<file path="src/rtl/me_pkg.sv">
// Shared types and constants for the motion-estimation PE schedule controller.
package me_pkg;

  typedef enum logic [2:0] {
    ST_IDLE     = 3'd0,
    ST_DATA_PRE = 3'd1,
    ST_AREA1    = 3'd2,
    ST_AREA2    = 3'd3,
    ST_AREA3    = 3'd4,
    ST_DONE     = 3'd5
  } state_e;

  typedef enum logic [1:0] {
    AREA_1 = 2'd0,
    AREA_2 = 2'd1,
    AREA_3 = 2'd2
  } area_e;

  localparam int ABS_ACC_BIT  = 0;
  localparam int ABS_PASS_BIT = 1;

  localparam int DEF_PRE_CYCLES = 64;
  localparam int DEF_ROWS       = 38;
  localparam int DEF_HEAD_ROWS  = 8;
  localparam int DEF_TAIL_START = 34;
  localparam int DEF_NUM_COLS   = 32;
  localparam int DEF_EDGE_COLS  = 8;
  localparam int DEF_STRIDE     = 8;

  function automatic state_e area_to_state(input area_e a);
    case (a)
      AREA_1:  return ST_AREA1;
      AREA_2:  return ST_AREA2;
      default: return ST_AREA3;
    endcase
  endfunction

endpackage

</file>
<file path="src/rtl/me_col_area_decode.sv">
// Combinational map from search column index to schedule area.
module me_col_area_decode
  import me_pkg::*;
#(
  parameter int NUM_COLS  = DEF_NUM_COLS,
  parameter int EDGE_COLS = DEF_EDGE_COLS,
  parameter int STRIDE    = DEF_STRIDE,
  parameter int COL_W     = $clog2(NUM_COLS)
) (
  input  logic [COL_W-1:0] col,
  output area_e            area
);

  logic [31:0] col_ext;
  logic [31:0] rel;

  always_comb begin
    col_ext = 32'(col);
    rel     = col_ext - 32'(EDGE_COLS);
    area    = AREA_3;
    // Window edges take precedence; rel is only meaningful for interior columns.
    if (col_ext < 32'(EDGE_COLS) || col_ext >= 32'(NUM_COLS - EDGE_COLS)) begin
      area = AREA_1;
    end else if ((rel % 32'(STRIDE)) == 32'd0) begin
      area = AREA_2;
    end
  end

endmodule

</file>
<file path="src/rtl/me_pe_sched_ctrl.sv">
// PE-array schedule controller: current-block preload, then per-column two-pass row schedule.
// Optional macro ME_SAD_DOWNSAMPLE_EN enables the alternating accumulate/shift pattern in AREA1.
module me_pe_sched_ctrl
  import me_pkg::*;
#(
  parameter int PRE_CYCLES = DEF_PRE_CYCLES,
  parameter int ROWS       = DEF_ROWS,
  parameter int HEAD_ROWS  = DEF_HEAD_ROWS,
  parameter int TAIL_START = DEF_TAIL_START,
  parameter int NUM_COLS   = DEF_NUM_COLS,
  parameter int EDGE_COLS  = DEF_EDGE_COLS,
  parameter int STRIDE     = DEF_STRIDE
) (
  input  logic                        clk,
  input  logic                        rst,
  input  logic                        start,
  input  logic                        abort,
  output logic                        busy,
  output logic                        done,
  output logic                        in_curr_enable,
  output logic                        cb_select,
  output logic [1:0]                  abs_control,
  output logic                        change_ref,
  output logic                        ref_input_control,
  output logic [$clog2(NUM_COLS)-1:0] col_idx
);

  localparam int COL_W = $clog2(NUM_COLS);
  localparam int PRE_W = $clog2(PRE_CYCLES + 1);
  localparam int ROW_W = $clog2(ROWS + 1);

`ifdef ME_SAD_DOWNSAMPLE_EN
  localparam bit DS_EN = 1'b1;
`else
  localparam bit DS_EN = 1'b0;
`endif

  if (HEAD_ROWS >= TAIL_START || TAIL_START > ROWS || (PRE_CYCLES % 2) != 0 ||
      2 * EDGE_COLS > NUM_COLS || STRIDE < 1) begin : g_param_err
    $error("me_pe_sched_ctrl: illegal parameter combination");
  end

  state_e             state_q, state_raw, state_d;
  logic [PRE_W-1:0]   pre_cnt_q, pre_cnt_d;
  logic [ROW_W-1:0]   row_q, row_d;
  logic               pass_q, pass_d;
  logic [COL_W-1:0]   col_q, col_d;
  area_e              area_d;

  logic               busy_q, busy_d;
  logic               done_q, done_d;
  logic               ice_q, ice_d;
  logic               cb_q, cb_d;
  logic [1:0]         abs_q, abs_d;
  logic               cr_q, cr_d;
  logic               ric_q, ric_d;

  logic               head, tail, acc, shift;

  me_col_area_decode #(
    .NUM_COLS (NUM_COLS),
    .EDGE_COLS(EDGE_COLS),
    .STRIDE   (STRIDE),
    .COL_W    (COL_W)
  ) u_area (
    .col (col_d),
    .area(area_d)
  );

  // Next state and counters; area states are refined from the next column below.
  always_comb begin
    state_raw = state_q;
    pre_cnt_d = pre_cnt_q;
    row_d     = row_q;
    pass_d    = pass_q;
    col_d     = col_q;
    case (state_q)
      ST_IDLE: begin
        if (start) state_raw = ST_DATA_PRE;
      end
      ST_DATA_PRE: begin
        if (pre_cnt_q == PRE_W'(PRE_CYCLES - 1)) begin
          state_raw = ST_AREA1;
          pre_cnt_d = '0;
        end else begin
          pre_cnt_d = pre_cnt_q + PRE_W'(1);
        end
      end
      ST_AREA1, ST_AREA2, ST_AREA3: begin
        if (row_q == ROW_W'(ROWS - 1)) begin
          row_d = '0;
          if (pass_q) begin
            pass_d = 1'b0;
            if (col_q == COL_W'(NUM_COLS - 1)) state_raw = ST_DONE;
            else                               col_d     = col_q + COL_W'(1);
          end else begin
            pass_d = 1'b1;
          end
        end else begin
          row_d = row_q + ROW_W'(1);
        end
      end
      ST_DONE: state_raw = ST_IDLE;
      default: state_raw = ST_IDLE;
    endcase
    if (abort && state_q != ST_IDLE) state_raw = ST_IDLE;
    if (state_raw == ST_IDLE) begin
      pre_cnt_d = '0;
      row_d     = '0;
      pass_d    = 1'b0;
      col_d     = '0;
    end
  end

  // Outputs are computed from the next state so they register in step with it.
  always_comb begin
    state_d = state_raw;
    if (state_raw inside {ST_AREA1, ST_AREA2, ST_AREA3}) state_d = area_to_state(area_d);

    head  = row_d < ROW_W'(HEAD_ROWS);
    tail  = row_d >= ROW_W'(TAIL_START);
    acc   = 1'b0;
    shift = 1'b0;

    busy_d = state_d != ST_IDLE;
    done_d = 1'b0;
    ice_d  = 1'b0;
    cb_d   = 1'b1;
    abs_d  = 2'b00;
    cr_d   = 1'b0;
    ric_d  = 1'b0;

    case (state_d)
      ST_DATA_PRE: begin
        ice_d = 1'b1;
        cb_d  = pre_cnt_d < PRE_W'(PRE_CYCLES / 2);
      end
      ST_AREA1: begin
        acc   = !head && (tail || !DS_EN || !row_d[0]);
        shift = head || tail || !DS_EN || row_d[0];
      end
      ST_AREA2: begin
        acc   = !head;
        shift = 1'b1;
      end
      ST_AREA3: begin
        acc   = 1'b1;
        shift = row_d == ROW_W'(ROWS - 1);
      end
      ST_DONE: done_d = 1'b1;
      default: ;
    endcase

    if (state_d inside {ST_AREA1, ST_AREA2, ST_AREA3}) begin
      ric_d               = 1'b1;
      cb_d                = !pass_d;
      abs_d[ABS_PASS_BIT] = pass_d;
      abs_d[ABS_ACC_BIT]  = acc;
      cr_d                = shift;
    end
  end

  always_ff @(posedge clk) begin
    if (rst) begin
      state_q   <= ST_IDLE;
      pre_cnt_q <= '0;
      row_q     <= '0;
      pass_q    <= 1'b0;
      col_q     <= '0;
      busy_q    <= 1'b0;
      done_q    <= 1'b0;
      ice_q     <= 1'b0;
      cb_q      <= 1'b1;
      abs_q     <= 2'b00;
      cr_q      <= 1'b0;
      ric_q     <= 1'b0;
    end else begin
      state_q   <= state_d;
      pre_cnt_q <= pre_cnt_d;
      row_q     <= row_d;
      pass_q    <= pass_d;
      col_q     <= col_d;
      busy_q    <= busy_d;
      done_q    <= done_d;
      ice_q     <= ice_d;
      cb_q      <= cb_d;
      abs_q     <= abs_d;
      cr_q      <= cr_d;
      ric_q     <= ric_d;
    end
  end

  assign busy              = busy_q;
  assign done              = done_q;
  assign in_curr_enable    = ice_q;
  assign cb_select         = cb_q;
  assign abs_control       = abs_q;
  assign change_ref        = cr_q;
  assign ref_input_control = ric_q;
  assign col_idx           = col_q;

endmodule

</file>
<file path="config.mk">
export PLATFORM = sky130hd
export DESIGN_NAME = me_pe_sched_ctrl
export DESIGN_NICKNAME = d
export VERILOG_FILES = /design/src/rtl/me_pkg.sv /design/src/rtl/me_col_area_decode.sv /design/src/rtl/me_pe_sched_ctrl.sv
export SDC_FILE = /design/constraint.sdc
export NUM_CORES = 1
export LEC_CHECK = 0
export CORE_MARGIN = 2
export CORE_UTILIZATION = 56
export DETAILED_ROUTE_END_ITERATION = 8
export PLACE_DENSITY_LB_ADDON = 0.3
export SLEW_MARGIN = 30
export SYNTH_ARGS = -nofsm -noshare
export SYNTH_HDL_FRONTEND = slang
export SYNTH_SLANG_ARGS = --single-unit
</file>
<file path="constraint.sdc">
create_clock -name clk -period 2.72 [get_ports clk]
set_input_delay 0.544 -clock clk [delete_from_list [all_inputs] [get_ports clk]]
set_output_delay 0.544 -clock clk [all_outputs]
set_load 0.02 [all_outputs]
</file>
==> results of run 1 <==
-- registers in the layout, indices dropped and copies added, names as in the netlist, 2 cells and up --
signal	count
row_q	6
col_idx	5
pre_cnt_q	7
state_q	3
abs_control	2
-- area by class of cell --
type / count / area (um2) / share of cell area (%)
tap: 31 / 38.8 / 2.06
multi-input combinational: 151 / 953 / 50.7
inverter: 6 / 22.5 / 1.20
clock inverter: 3 / 40.0 / 2.13
timing repair buffer: 18 / 188 / 9.98
sequential: 30 / 601 / 31.9
clock buffer: 5 / 37.5 / 2.00
-- power groups by stage --
stage	clock network, mW	registers, mW	logic, mW
floorplan	0	0.457	0.0243
global placement	0	0.455	0.0409
detailed placement	0	0.455	0.0422
CTS	0.363	0.445	0.0424
global route	0.381	0.445	0.0460
finish	0.356	0.445	0.0429
-- placed cells by master (no fill, tap or decap), types with 2 or more instances in the layout --
master	count
nor2b_1	2
nand4_1	4
clkdlybuf4s50_1	16
nor4b_1	2
inv_1	6
nor3_1	8
a311oi_1	2
nand3_1	4
a21oi_1	15
o2111ai_1	3
clkinv_2	2
dfxtp_1	30
mux2i_1	2
or2_2	3
xor2_1	6
o31ai_1	3
nor2_1	26
o21ai_0	7
or2_1	2
a41oi_1	3
nand2b_1	7
or4_1	2
clkbuf_4	5
ha_1	4
nand2_1	16
-- through the flow --
stage,cells,instance area (um2),power [mW]
6_report,244,1880,0.843
5_1_grt,244,1880,0.873
4_1_cts,244,1880,0.851
3_5_place_dp,236,1800,0.497
3_3_place_gp,236,1800,0.496
2_1_floorplan,199,1640,0.481
-- synthesized netlist by cell type, drive strengths merged, types with 4 or more instances --
library cell	number
ha	4
inv	6
o21ai	8
or2	5
nor3	9
buf	9
dfxtp	30
nand3	4
nand4	4
xor2	6
nand2b	7
a21oi	15
nand2	16
nor2	27
-- worst max-delay path by stage --
stage / end / slack [ns] / cells after the start
CTS: state_q[2] / 0.26 / 7
detailed placement: state_q[2] / 0.14 / 6
global placement: state_q[2] / 0.25 / 6
floorplan: state_q[2] / 0.33 / 8
global route: state_q[2] / 0.08 / 7
finish: state_q[2] / 0.22 / 7
-- cells by family after synthesis --
logic type	synth area share, %
mux	1.22
flops	36.6
xor+xnor	3.20
fa+ha+maj	3.05
buf+inv	5.34
simple gates	29.5
compound gates	21.1
-- metal layers --
layer	wire length, um	vias to the layer above
met5	0	-
met4	51	0
met3	204	7
met2	1660	55
met1	1620	691
li1	-	751
-- worst max-delay path: stages (launching register included) --
cell and delay (ns):
dfxtp_1 0.45, ha_1 0.19, and4bb_1 0.28, and2_0 0.35, a21oi_1 0.20, o41a_1 0.54
nor4b_1 0.31, or2_1 0.13
==> metrics.md, run 1 <==
| Metric | Value |
|---|---|
| Logic pwr share | slightly above 5% |
| Pwr per Cell Area | around 450 nW/um2 |
| Fin nets | between 200 and 250 |
| Setup TNS | 0 ns |
| Number of cells on the worst hold path | 2 |
| Relative slew slack | around 54% |
| Worst endpoint required time | roughly 3 ns |
| Sw frac | about 23% |
| Clk root buf | clkbuf_4 |
| CP Class | reg2reg |
| Synth area leaders | dfxtp_1 (37%), nor2_1 (5.9%), a21oi_1 (4.6%), nand2_1 (3.7%), xor2_1 (3.2%) |
| Seq/Total Area, Yosys | around 37% |
| Flop pwr share | between 50% and 60% |
| Hold Slack | slightly below 0.5 ns |
| Avg Vias per Cell | 6.16 |
| Post_cts resized | 0 |
| Sink Count | 30 |
| Ys Warns | 0 |
| Worst-path clk slew | approximately 0.10 ns |
| Worst slack at placement | around 0.14 ns |
| Startpoint types | flip-flop |
| Number of DRC markers in iteration 0 | 65 |
| CP arrival | approximately 2.8 ns |
| Synthesized flop and latch total | 30 |
| Vias | ~1,500 |
| WHS Endpoint | pre_cnt_q[1] |
| Core area | 2780 um2 |
| Met1 Resource Use GR | between 30 and 40% |
| Tcrit/Tclk final | between 90% and 100% |
| First-pass GRT wire length | 6050 um |
| Busiest grt layer | met2 |
| GP Congestion | approximately 0.88 |
| Hold crit path type | reg2reg |
| Synthesized instance count | a little under 200 |
| P_leak | 0.649 nW |
| Setup violations, final | 0 |
| Hold path start | pre_cnt_q[1] |
| Max Clk Rate | 0.399 GHz |
| Fin worst setup slack | roughly 0.22 ns |
| P&R area growth vs syn | 14.6% |
| Worst-Skew Late Latency | between 0.3 and 0.4 ns |
| Setup crit start | row_q[0] |
| ANT cells | 0 |
| R2R depth | 7 |
| DP HPWL | between 2000 and 2500 um |
| Final core occ | 67.6% |
| Final hold violations | 0 |
| Number of enable flip-flop cells after synthesis | 0 |
| FP Rows | 19 |
| Capture point of the worst reg-to-reg path | state_q[2] |
| GRT met3 Usage | under 10% |
| Clock tree buffer depth | 2 |
| Switching Power | just under 0.2 mW |
| Worst Max-Slew Pin Slew | ~0.68 ns |
| VDD IR-drop max | ~0.35 mV |
| Fill cells | roughly 230 |
| Die Y | between 50 and 60 um |
| Routed len/inst | between 10 and 15 um |
| Largest fanout on the critical path | 7 |
| Wirelength, routed | 3530 um |
| DIE AREA | roughly 3400 um2 |
| Syn nets | ~210 |
| Drt pass-1 iters | 5 |
| Initial core utilization | between 50% and 60% |
| Total CTS buffers | 5 |
| Clk pwr share | a little over two fifths |
| Die width | roughly 58 um |
| CTS tree | done |
| Mapped Avg Cell Area | roughly 8.2 um2 |
| Async set-or-reset flop fraction in the synthesized netlist | 0% |
| Distinct cell type count after synthesis | between 50 and 60 |
| Fin. max-slew vios | 0 |
| Cts hold-fix bufs | 0 |
| Clock skew | roughly 0.0093 ns |
| Main synth FF type | dfxtp_1 |
| IO Pins | 17 |
| RSZ-0062 raised after global routing | false |
| Vias in the first global route | 1,329 |
| Fraction of layout cells with a size suffix above 1 | 8.45% |
| ANT nets after route | 0 |
| Period minus WS final | 2.50 ns |
| Met2 Use GR | between 30 and 40% |
| Cell taking the most area after synthesis | dfxtp_1 |
| Status | complete, no violations |
| R2r setup slk | about 0.22 ns |
| MaxCap Viol Count | 0 |
| Synthesized area | 1640 um2 |
| Port Buffers | 16 |
| H-tree lvl count | 2 |
| Post CTS Setup Buffer Count | 0 |
| Yosys top cell area share | ~37% |
| Pint | between 0.6 and 0.7 mW |
| R2R Path Start | row_q[0] |
| Initial antenna violation count | 0 |
| GRT Residual Overflow | 0 |
| DRC | 0 |
| GRT Overall Usage | a little under a quarter |
| Largest net degree at the start of global routing | 24 |
| CP endpoint kind | flip-flop |
Note: power is estimated with default switching activity, not from simulation.
==> run 2: changes to the inputs <==
--- a/config.mk
+++ b/config.mk
@@ -5,10 +5,10 @@
 export SDC_FILE = /design/constraint.sdc
 export NUM_CORES = 1
 export LEC_CHECK = 0
-export CORE_MARGIN = 2
 export CORE_UTILIZATION = 56
+export CTS_CLUSTER_DIAMETER = 30
 export DETAILED_ROUTE_END_ITERATION = 8
-export PLACE_DENSITY_LB_ADDON = 0.3
+export PLACE_DENSITY_LB_ADDON = 0.2
 export SLEW_MARGIN = 30
 export SYNTH_ARGS = -nofsm -noshare
 export SYNTH_HDL_FRONTEND = slang
==> metrics.md, run 2 (synthesis gave the netlist of run 1 again) <==
| Metric | Value |
|---|---|
| Status | complete, no violations (unchanged) |
| Multi-input gate area | 953 um2 (unchanged) |
| Final core occ | 68.2% (was 67.6%) |
| Max reg flops | 7 (unchanged) |
| Sink Count | 30 (unchanged) |
| Crit-path most repeated cell | nor4b_1 |
| Core area | 2760 um2 (was 2780 um2) |
| Avg Vias per Cell | 6.00 (was 6.16) |
| IO Pins | 17 (unchanged) |
| Period minus WS final | 2.52 ns (was 2.50 ns) |
| Worst endpoint required time | 3.00 ns (was 3.01 ns) |
| RSZ-0062 raised after global routing | false (unchanged) |
| Fin. max-slew vios | 0 (unchanged) |
| Worst-Skew Late Latency | 0.33 ns (was 0.34 ns) |
| Max Clk Rate | 0.396 GHz (was 0.399 GHz) |
| GP Congestion | 0.842 (was 0.879) |
| Worst-path clk slew | 0.09 ns (was 0.10 ns) |
| Final hold violations | 0 (unchanged) |
| FP Rows | 19 (unchanged) |
| Initial antenna violation count | 0 (unchanged) |
| CTS tree | done (unchanged) |
| Reg with most FFs | pre_cnt_q (unchanged) |
| Worst stage delay on the critical path | 0.55 ns (was 0.54 ns) |
| Drt pass-1 iters | 4 (was 5) |
| DRC | 0 (unchanged) |
| Total CTS buffers | 5 (unchanged) |
| P&R area growth vs syn | 14.6% (unchanged) |
| Post CTS Setup Buffer Count | 0 (unchanged) |
| P_leak | 0.648 nW (was 0.649 nW) |
| Setup TNS | 0 ns (unchanged) |
| ANT cells | 0 (unchanged) |
| Tcrit/Tclk final | 92.7% (was 92.1%) |
| Fill cells | 226 (was 229) |
| GRT Residual Overflow | 0 (unchanged) |
| CP Class | reg2reg (unchanged) |
| CP top delay family | simple AND/OR/NAND/NOR gates (unchanged) |
| Commonest non-fill, non-tap cell in the layout | dfxtp_1 (unchanged) |
| Port Buffers | 16 (unchanged) |
| Worst path slowest cell | o41a_1 (unchanged) |
| Worst-path cell chain | ha_1 > nand4_1 > nor4b_1 > a21oi_1 > o41a_1 > nor4b_1 > or2_1 (was ha_1 > and4bb_1 > and2_0 > a21oi_1 > o41a_1 > nor4b_1 > or2_1) |
| FF+latch area | 601 um2 (unchanged) |
| Hold crit path type | reg2reg (unchanged) |
| ANT nets after route | 0 (unchanged) |
| CP arrival | 2.80 ns (was 2.79 ns) |
| Number of DRC markers in iteration 0 | 63 (was 65) |
| Vias in the first global route | 1,350 (was 1,329) |
| Fin nets | 222 (was 220) |
| Clk root buf | clkbuf_4 (unchanged) |
| Routed len/inst | 13.9 um (was 14.5 um) |
| H-tree lvl count | 2 (unchanged) |
| GRT Overall Usage | 24.3% (was 23.5%) |
| DIE AREA | 3150 um2 (was 3380 um2) |
| Die width | 56.1 um (was 58.1 um) |
| Busiest grt layer | met2 (unchanged) |
| CP endpoint kind | flip-flop (unchanged) |
| Hold Slack | 0.502 ns (was 0.481 ns) |
| Vias | 1,476 (was 1,504) |
| GRT met3 Usage | 4.88% (was 6.92%) |
| Most frequent cells in the layout | dfxtp_1 (30), nor2_1 (26), nand2_1 (16), clkdlybuf4s50_1 (16), a21oi_1 (15) (unchanged) |
| Initial core utilization | 59.5% (was 59.0%) |
| Fraction of layout cells with a size suffix above 1 | 8.37% (was 8.45%) |
| Post_cts resized | 0 (unchanged) |
| Pwr per Cell Area | 441 nW/um2 (was 448 nW/um2) |
| Met2 Use GR | 37.9% (was 36.2%) |
| Cts hold-fix bufs | 0 (unchanged) |
| CP bufs+invs | 0 (unchanged) |
| Die Y | 56.1 um (was 58.1 um) |
| Relative slew slack | 63.3% (was 54.3%) |
| Clock skew | 0.0142 ns (was 0.00927 ns) |
| Met1 Resource Use GR | 31.6% (was 31.3%) |
| Worst slack at placement | 0.163 ns (was 0.139 ns) |
| Startpoint types | flip-flop (unchanged) |
| DP HPWL | 2480 um (was 2440 um) |
| Setup violations, final | 0 (unchanged) |
| Wirelength, routed | 3430 um (was 3530 um) |
| First-pass GRT wire length | 5950 um (was 6050 um) |
| Largest fanout on the critical path | 8 (was 7) |
| Fin worst setup slack | 0.198 ns (was 0.216 ns) |
| MaxCap Viol Count | 0 (unchanged) |
| Worst Max-Slew Pin Slew | 0.537 ns (was 0.677 ns) |
| PnR Total Power | 0.829 mW (was 0.843 mW) |
| VDD IR-drop max | 0.379 mV (was 0.347 mV) |
| Clock tree buffer depth | 2 (unchanged) |
| Largest net degree at the start of global routing | 18 (was 24) |
## run 2: power by group
part	internal, mW	total (mW)	switching, mW	leakage, nW
clock	0.195	0.344	0.149	0.0395
combinational	0.0174	0.0403	0.0229	0.366
sequential	0.442	0.445	0.00274	0.242
total	0.654	0.829	0.175	0.648
## run 2: final timing paths
path	start	to	slack (ns)	depth (start not counted)
min reg2reg	pre_cnt_q[1]	pre_cnt_q[1]	0.50	2
max reg2reg	col_idx[0]	state_q[2]	0.20	7
max	col_idx[0]	state_q[2]	0.20	7
min	pre_cnt_q[1]	pre_cnt_q[1]	0.50	2
## run 2: layout make-up
cell class | instances | share of cell area, %
multi-input combinational | 151 | 50.7
sequential | 30 | 31.9
timing repair buffer | 20 | 10.1
clock buffer | 7 | 2.40
tap | 31 | 2.06
clock inverter | 1 | 1.60
inverter | 6 | 1.20
## run 2: layer usage
layer  wire length, um  vias up
met5                 0        -
met3               170       10
met4                77        0
met1              1660      675
li1                  -      750
met2              1520       41
## run 2: tightest hold or removal path, stage by stage (launching register included)
cell	delay, ns
dfxtp_1	0.33
nand2_1	0.06
a21oi_1	0.06
## run 2: per-stage QoR
step	std cells	instance area [um2]
2_1_floorplan	199	1640
3_3_place_gp	238	1810
3_5_place_dp	238	1810
4_1_cts	246	1880
5_1_grt	246	1880
6_report	246	1880
==> run 3: changes to the inputs <==
--- a/config.mk
+++ b/config.mk
@@ -5,10 +5,12 @@
 export SDC_FILE = /design/constraint.sdc
 export NUM_CORES = 1
 export LEC_CHECK = 0
-export CORE_UTILIZATION = 56
+export CORE_UTILIZATION = 45
 export CTS_CLUSTER_DIAMETER = 30
 export DETAILED_ROUTE_END_ITERATION = 8
+export GPL_TIMING_DRIVEN = 1
 export PLACE_DENSITY_LB_ADDON = 0.2
+export SKIP_LAST_GASP = 1
 export SLEW_MARGIN = 30
 export SYNTH_ARGS = -nofsm -noshare
 export SYNTH_HDL_FRONTEND = slang
==> metrics.md, run 3 (synthesis gave the netlist of run 1 again) <==
| Metric | Value |
|---|---|
| Status | complete, no violations (unchanged) |
| GRT Residual Overflow | 0 (unchanged) |
| Reg with most FFs | pre_cnt_q (unchanged) |
| Post_cts resized | 0 (unchanged) |
| CP Class | reg2reg (unchanged) |
| Switching Power | 0.183 mW (was 0.175 mW) |
| Number of DRC markers in iteration 0 | 107 (was 63) |
| ANT nets after route | 0 (unchanged) |
| Max reg flops | 7 (unchanged) |
| Avg Vias per Cell | 5.63 (was 6.00) |
| DIE AREA | 3890 um2 (was 3150 um2) |
| DP HPWL | 2510 um (was 2480 um) |
| FF+latch area | 601 um2 (unchanged) |
| Logic pwr share | 5.3% (was 4.9%) |
| Final non-filler cell total | 263 (was 246) |
| Clock tree buffer depth | 2 (unchanged) |
| Sw frac | 23.8% (was 21.1%) |
| Relative slew slack | 59.0% (was 63.3%) |
| Placed Area | 1840 um2 (was 1810 um2) |
| CP bufs+invs | 0 (unchanged) |
| Pwr per Cell Area | 404 nW/um2 (was 441 nW/um2) |
| Initial core utilization | 48.1% (was 59.5%) |
| Vias in the first global route | 1,364 (was 1,350) |
| Fraction of layout cells with a size suffix above 1 | 9.68% (was 8.37%) |
| Worst-Skew Late Latency | 0.34 ns (was 0.33 ns) |
| Hold path start | pre_cnt_q[1] (unchanged) |
| Worst stage delay on the critical path | 0.54 ns (was 0.55 ns) |
| CP arrival | 2.73 ns (was 2.80 ns) |
| Largest fanout on the critical path | 8 (unchanged) |
| CTS tree | done (unchanged) |
| Multi-input gate area | 953 um2 (unchanged) |
| Die Y | 62.4 um (was 56.1 um) |
| Vias | 1,481 (was 1,476) |
| R2r setup slk | 0.27 ns (was 0.20 ns) |
| H-tree lvl count | 2 (unchanged) |
| Setup crit start | col_idx[0] (unchanged) |
| DRC | 0 (unchanged) |
| Wirelength, routed | 3480 um (was 3430 um) |
| ANT cells | 0 (unchanged) |
| Startpoint types | flip-flop (unchanged) |
| Core area | 3420 um2 (was 2760 um2) |
| Total CTS buffers | 5 (unchanged) |
| FP Rows | 21 (was 19) |
| Routed len/inst | 13.2 um (was 13.9 um) |
| Clk root buf | clkbuf_4 (unchanged) |
| R2R depth | 7 (unchanged) |
| Period minus WS final | 2.45 ns (was 2.52 ns) |
| Crit-path most repeated cell | nor4b_1 (unchanged) |
| Tcrit/Tclk final | 89.9% (was 92.7%) |
| IO Pins | 17 (unchanged) |
| VDD IR-drop max | 0.265 mV (was 0.379 mV) |
| P&R area growth vs syn | 15.7% (was 14.6%) |
| Worst Max-Slew Pin Slew | 0.600 ns (was 0.537 ns) |
| Max Clk Rate | 0.409 GHz (was 0.396 GHz) |
| Initial antenna violation count | 0 (unchanged) |
| Sink Count | 30 (unchanged) |
| Fin nets | 224 (was 222) |
| Worst-path cell chain | ha_1 > nand4_1 > nor4b_1 > a21oi_1 > o41a_1 > nor4b_1 > or2_1 (unchanged) |
| Fin. max-slew vios | 0 (unchanged) |
| Port Buffers | 16 (unchanged) |
| MaxCap Viol Count | 0 (unchanged) |
| GRT Overall Usage | 20.0% (was 24.3%) |
| Cts hold-fix bufs | 0 (unchanged) |
| Post CTS Setup Buffer Count | 0 (unchanged) |
| Setup TNS | 0 ns (unchanged) |
| Flop pwr share | 57.9% (was 53.6%) |
| Commonest non-fill, non-tap cell in the layout | dfxtp_1 (unchanged) |
| GP Congestion | 0.863 (was 0.842) |
| Clk pwr share | 36.8% (was 41.5%) |
| Worst-path clk slew | 0.10 ns (was 0.09 ns) |
| Worst path slowest cell | o41a_1 (unchanged) |
| Setup violations, final | 0 (unchanged) |
| Fill cells | 318 (was 226) |
| Capture point of the worst reg-to-reg path | state_q[2] (unchanged) |
| Hold Slack | 0.489 ns (was 0.502 ns) |
| Number of cells on the worst hold path | 2 (unchanged) |
| Inst Count DP | 255 (was 238) |
| PnR Total Power | 0.768 mW (was 0.829 mW) |
| Final hold violations | 0 (unchanged) |
| CP endpoint kind | flip-flop (unchanged) |
| Clock skew | 0.00997 ns (was 0.0142 ns) |
| Largest net degree at the start of global routing | 16 (was 18) |
| Most frequent cells in the layout | dfxtp_1 (30), nor2_1 (26), nand2_1 (16), clkdlybuf4s50_1 (16), a21oi_1 (15) (unchanged) |
| WHS Endpoint | pre_cnt_q[1] (unchanged) |
| Pint | 0.585 mW (was 0.654 mW) |
| CP top delay family | simple AND/OR/NAND/NOR gates (unchanged) |
| Hold crit path type | reg2reg (unchanged) |
| RSZ-0062 raised after global routing | false (unchanged) |
| First-pass GRT wire length | 6110 um (was 5950 um) |
| Die width | 62.4 um (was 56.1 um) |
| P_leak | 0.654 nW (was 0.648 nW) |
| R2R Path Start | col_idx[0] (unchanged) |
| Worst endpoint required time | 3.00 ns (about the same) |
| Drt pass-1 iters | 4 (unchanged) |
| Final instance area | 1900 um2 (was 1880 um2) |
run 3: final cells by class:
| type | instances | share of cell area [%] |
|---|---|---|
| Clock inverter | 1 | 0.264 |
| Clock buffer | 7 | 2.90 |
| Tap cell | 46 | 3.03 |
| Inverter | 6 | 1.19 |
| Sequential cell | 30 | 31.6 |
| Multi-Input combinational cell | 151 | 50.2 |
| Timing Repair Buffer | 22 | 10.8 |
run 3: power groups by stage:
stage	registers, mW	logic, mW	clock network, mW
after global routing	0.445	0.0449	0.320
after global placement	0.455	0.0399	0
after detailed placement	0.455	0.0404	0
after floorplan	0.457	0.0243	0
final	0.445	0.0405	0.282
after CTS	0.445	0.0405	0.294
run 3: worst max path at each step:
stage / cells after the start / slack, ns / endpoint
finish: 7 / 0.27 / state_q[2]
detailed placement: 6 / 0.18 / state_q[2]
floorplan: 8 / 0.33 / state_q[2]
CTS: 7 / 0.22 / state_q[2]
global placement: 6 / 0.24 / state_q[2]
global route: 7 / 0.09 / state_q[2]
run 3: worst min-delay path, cell delays in order, from the launching register on:
cell	delay, ns
dfxtp_1	0.34
nand2_1	0.06
a21oi_1	0.05
run 3: stage by stage:
step | setup WS, ns | util [%]
after floorplan | 0.333 | -
after global placement | 0.243 | 53.8
after global routing | 0.0898 | 55.6
final | 0.274 | 55.6
after CTS | 0.224 | 55.6
after detailed placement | 0.180 | 53.8
run 3: per-layer routing:
layer / GRT usage [%] / up-vias / wire [um]
li1: - / 762 / -
met1: 25.5 / 678 / 1670
met2: 30.0 / 30 / 1570
met3: 6.20 / 11 / 132
met4: 10.5 / 0 / 98
met5: 0 / - / 0
